`src/rtl/uart_status_tx.sv`:
```
// UART 8N1 status transmitter: on a request, snapshots the LED vector and sends
// the 14-byte ASCII line "LED=xxxxxxxx\r\n", with LED8 first.
module uart_status_tx #(
    parameter int CLOCK_RATE = 50_000_000,
    parameter int BAUD_RATE  = 1_000_000
) (
    input  logic       i_Clock,
    input  logic       i_Rst,
    input  logic       i_Req,
    input  logic [7:0] i_LEDs,
    output logic       o_TXD,
    output logic       o_Busy,
    output logic       o_Done
);

    localparam int          CLKS_PER_BIT = CLOCK_RATE / BAUD_RATE;
    localparam logic [15:0] BIT_LAST     = 16'(CLKS_PER_BIT - 1);
    localparam logic [3:0]  LAST_BYTE    = 4'd13;

    typedef enum logic [1:0] {IDLE, START, DATA, STOP} state_t;

    state_t      state, state_nxt;
    logic [15:0] bit_cnt, bit_cnt_nxt;
    logic [2:0]  bit_idx, bit_idx_nxt;
    logic [3:0]  byte_idx, byte_idx_nxt;
    logic [7:0]  snapshot, snapshot_nxt;
    logic        txd_nxt, busy_nxt, done_nxt;
    logic [7:0]  cur_byte;
    logic [2:0]  led_sel;
    logic [2:0]  bit_idx_inc;

    // Index 4 carries LED8 (snapshot[7]), index 11 carries LED1 (snapshot[0]).
    assign led_sel     = 3'(4'd11 - byte_idx);
    assign bit_idx_inc = bit_idx + 3'd1;

    always_comb begin
        cur_byte = 8'h30;
        case (byte_idx)
            4'd0:    cur_byte = 8'h4C;
            4'd1:    cur_byte = 8'h45;
            4'd2:    cur_byte = 8'h44;
            4'd3:    cur_byte = 8'h3D;
            4'd12:   cur_byte = 8'h0D;
            4'd13:   cur_byte = 8'h0A;
            default: cur_byte = snapshot[led_sel] ? 8'h31 : 8'h30;
        endcase
    end

    always_ff @(posedge i_Clock) begin
        if (i_Rst) begin
            state    <= IDLE;
            bit_cnt  <= 16'd0;
            bit_idx  <= 3'd0;
            byte_idx <= 4'd0;
            snapshot <= 8'd0;
            o_TXD    <= 1'b1;
            o_Busy   <= 1'b0;
            o_Done   <= 1'b0;
        end else begin
            state    <= state_nxt;
            bit_cnt  <= bit_cnt_nxt;
            bit_idx  <= bit_idx_nxt;
            byte_idx <= byte_idx_nxt;
            snapshot <= snapshot_nxt;
            o_TXD    <= txd_nxt;
            o_Busy   <= busy_nxt;
            o_Done   <= done_nxt;
        end
    end

    always_comb begin
        state_nxt    = state;
        bit_cnt_nxt  = bit_cnt;
        bit_idx_nxt  = bit_idx;
        byte_idx_nxt = byte_idx;
        snapshot_nxt = snapshot;
        txd_nxt      = o_TXD;
        busy_nxt     = o_Busy;
        done_nxt     = 1'b0;

        case (state)
            IDLE: begin
                txd_nxt = 1'b1;
                if (i_Req) begin
                    snapshot_nxt = i_LEDs;
                    byte_idx_nxt = 4'd0;
                    bit_cnt_nxt  = 16'd0;
                    state_nxt    = START;
                    txd_nxt      = 1'b0;
                    busy_nxt     = 1'b1;
                end
            end
            START: begin
                if (bit_cnt == BIT_LAST) begin
                    bit_cnt_nxt = 16'd0;
                    bit_idx_nxt = 3'd0;
                    state_nxt   = DATA;
                    txd_nxt     = cur_byte[0];
                end else begin
                    bit_cnt_nxt = bit_cnt + 16'd1;
                end
            end
            DATA: begin
                if (bit_cnt == BIT_LAST) begin
                    bit_cnt_nxt = 16'd0;
                    if (bit_idx == 3'd7) begin
                        state_nxt = STOP;
                        txd_nxt   = 1'b1;
                    end else begin
                        bit_idx_nxt = bit_idx_inc;
                        txd_nxt     = cur_byte[bit_idx_inc];
                    end
                end else begin
                    bit_cnt_nxt = bit_cnt + 16'd1;
                end
            end
            STOP: begin
                if (bit_cnt == BIT_LAST) begin
                    bit_cnt_nxt = 16'd0;
                    if (byte_idx == LAST_BYTE) begin
                        state_nxt = IDLE;
                        busy_nxt  = 1'b0;
                        done_nxt  = 1'b1;
                        txd_nxt   = 1'b1;
                    end else begin
                        // Next start bit follows the stop bit with no idle gap.
                        byte_idx_nxt = byte_idx + 4'd1;
                        state_nxt    = START;
                        txd_nxt      = 1'b0;
                    end
                end else begin
                    bit_cnt_nxt = bit_cnt + 16'd1;
                end
            end
            default: state_nxt = IDLE;
        endcase
    end

endmodule

```
`config.mk`:
```
export PLATFORM = sky130hd
export DESIGN_NAME = uart_status_tx
export DESIGN_NICKNAME = d
export VERILOG_FILES = /design/src/rtl/uart_status_tx.sv
export SDC_FILE = /design/constraint.sdc
export NUM_CORES = 1
export LEC_CHECK = 0
export ABC_AREA = 1
export BUFFER_PORTS_ARGS = -buffer_cell sky130_fd_sc_hd__buf_2
export CORE_MARGIN = 3
export CORE_UTILIZATION = 54
export CTS_CLUSTER_SIZE = 10
export DETAILED_ROUTE_END_ITERATION = 12
export PLACE_DENSITY = 0.83
export SLEW_MARGIN = 30
export SYNTH_ARGS = -nofsm -noshare
export SYNTH_HDL_FRONTEND = slang
export SYNTH_SLANG_ARGS = --single-unit
```
`constraint.sdc`:
```
create_clock -name i_Clock -period 1.7 [get_ports i_Clock]
set_input_delay 0.085 -clock i_Clock [delete_from_list [all_inputs] [get_ports i_Clock]]
set_output_delay 0.085 -clock i_Clock [all_outputs]
set_load 0.05 [all_outputs]
```
==> metrics.yaml <==
run_status:
  status: "complete, but fails checks"
  violations: "setup timing"
timing:
  hold_violations: 0
  rsz0062_at_grt: "true"
  setup-violations-final: 6
  slew_headroom_pct: 64.0
  fin_ws_ps: -90.0
  fmax_mhz: 559
  clock_skew_ps: 10.5
  final.min_clock_period_ps: 1790
  min_period_over_period_pct: 105
  worst_pin_slew_ps: 535
  fin_hold_ws_ps: 42.8
  slew_violations: 0
layout:
  final_common_cell: "nand2_1"
  diodes: 0
  utilization_pct: 77.3
  final_cells: 422
  stdcell_area_mm2: 0.00294
  nFillCells: 260
  nets: 397
  drive_above_1_share_pct: 33.7
  layout_common_cells: "54 x nand2_1, 43 x inv_1, 37 x buf_4"
  syn_to_final_growth_pct: 32.4
logic_synthesis:
  synth-warning-count: 0
  ys_seq_area_share_pct: 32.5
  synth_edf_count: 0
  synth.avg_cell_area_um2: 7.04
  synthCells: 315
  synth_area_mm2: 0.00222
  syn_nets: 339
  synth_top_flop_cell: "dfxtp_1"
  async_flop_share_pct: 0
  ys_ff_latch: 36
  synth_cell_type_count: 39
setup_path:
  slowest_stage: "o21ai_0"
  reg2regPathDepth: 8
  crit_arrival_ps: 1970
  crit_type: "reg -> reg"
  rr_endpoint: "byte_idx[2]"
  crit_start: "state[0]"
  crit_path_end_kind: "register"
  startpoint_type: "register"
  required_ps: 1880
  path_cells: "inv_1, ha_4, inv_2, buf_4, o21ai_0, nand4_1, xor2_1, nor2_1"
  slowest_delay_ps: 430
  reg2reg_from: "state[0]"
  r2r_setup_slack_ps: -90
  critPathMaxFanout: 2
  cp-endpoint: "byte_idx[2]"
grt:
  grtUsageTotal_pct: 22.1
  grt_max_degree: 13
  grt_pass1_wl_um: 8860
  grt_pass1_vias: 1994
  antenna_found_initial: 0
  grt_overflow: 0
power:
  peakVddDrop_v: 0.000939
  p_total_mw: 3.71
  powerDensity_mw_per_mm2: 1260
  p_leak_nw: 1.27
run:
  max_cap_viol_count: 0
floorplanning:
  dieHeight_um: 70.1
  start_util_pct: 58.4
  die_x_um: 70.1
  boundaryPins: 14
  dieArea_mm2: 0.00491
  coreArea_mm2: 0.00380
  num_rows: 22
clocking:
  clockBufferDepth: 2
  cts.htree.levels: 2
  cts_buffers: 5
  cts_tree: "yes"
  clk_pin_slew_ps: 70
  clk_latency_ps: 300
  cts_sinks: 36
  cts_root_buf: "clkbuf_8"
place:
  finalWeightedCongestion: 1.01
  hpwl_um: 3990
  place_area_mm2: 0.00258
  dp_cells: 406
  portBuffers: 13
route:
  wl_per_cell_um: 15.6
  wirelength_um: 6580
  first_pass_iters: 5
  drc: 0
  drtIter0Drc: 232
  drtAntennaViolNets: 0
  vias: 2410
  avgViaCountPerCell: 5.71
worst_hold_path:
  hold_path_depth: 3
  hold_class: "in -> reg"
==> per-layer routing <==
layer / GRT usage (%) / part of all wire [%] / vias up
li1: - / - / 1148
met1: 30.1 / 43 / 1087
met2: 35.0 / 45 / 138
met3: 4.60 / 8.3 / 37
met4: 6.81 / 3.7 / 0
met5: 0 / 0 / -
==> critical path, delay by kind of cell, from the launching register on <==
family	cells	cell delay (ps)
XOR/XNOR	1	200
buffers and inverters	3	280
AO/OA/AOI/OAI	1	430
adder cells (fa/ha/maj)	1	160
flip-flops	1	320
AND/OR/NAND/NOR	2	290
==> report_power, final <==
part | internal [mW] | switching, mW | total [mW]
clock network | 0.324 | 0.328 | 0.652
registers | 0.990 | 0.101 | 1.09
logic | 0.824 | 1.14 | 1.96
total | 2.14 | 1.57 | 3.71
==> Yosys cell counts, drive strengths merged (3+ instances only) <==
master / n / share of area (%)
ha: 13 / 7.3
nand2: 62 / 12
o21a: 3 / 1.0
or2: 3 / 0.96
nand3: 22 / 5.5
nor3: 11 / 3.7
o21ai: 23 / 5.7
nor4: 6 / 1.7
inv: 49 / 8.3
buf: 3 / 1.1
nand4: 7 / 2.0
nor2: 40 / 7.6
a21oi: 17 / 3.8
a211oi: 6 / 2.9
dfxtp: 36 / 32
==> layout make-up <==
type,instances,area [um^2],area share (%)
multi-input combinational,225,1460,49.8
inverter,51,201,6.86
clock buffer,6,82.6,2.81
sequential,36,733,25.0
tap,48,60.1,2.05
clock inverter,2,10.0,0.341
timing repair buffer,54,388,13.2
==> metrics by stage <==
step / TNS, ps / worst slack, ps
finish: -304 / -90.0
global route: -1060 / -113
CTS: 0 / 6.43
detailed placement: -1160 / -110
global placement: -1040 / -110
floorplan: 0 / 7.02
==> state kept, by name, indices dropped and copies added, names as in the netlist <==
register  flops
o_TXD         1
state         2
bit_idx       3
o_Busy        1
byte_idx      4
snapshot      8
o_Done        1
bit_cnt      16
==> worst min path at each step <==
stage,from,to,slack (ps)
6_report,i_LEDs[7],snapshot[7],40
5_1_grt,i_LEDs[6],snapshot[6],80
4_1_cts,i_LEDs[7],snapshot[7],50
3_5_place_dp,i_LEDs[7],snapshot[7],340
3_3_place_gp,i_LEDs[0],snapshot[0],330
2_1_floorplan,i_Rst,o_Busy,150
==> cells by family after synthesis <==
| group | Yosys count | synth area share (%) |
|---|---|---|
| AOI/OAI and AO/OA | 54 | 15.1 |
| xor gates and xnor gates | 4 | 1.58 |
| adders and majority gates | 13 | 7.33 |
| buffers and inverters | 54 | 9.76 |
| DFF | 36 | 32.5 |
| and+or+nand+nor | 154 | 33.8 |
==> repair_timing <==
action                     in CTS  in global routing
setup endpoints to repair      18                 24
buffers inserted                1                  7
hold buffers                    0                  0
gates resized for setup         5                 57
pin swaps                       2                 15
Note: power is estimated with default switching activity, not from simulation.
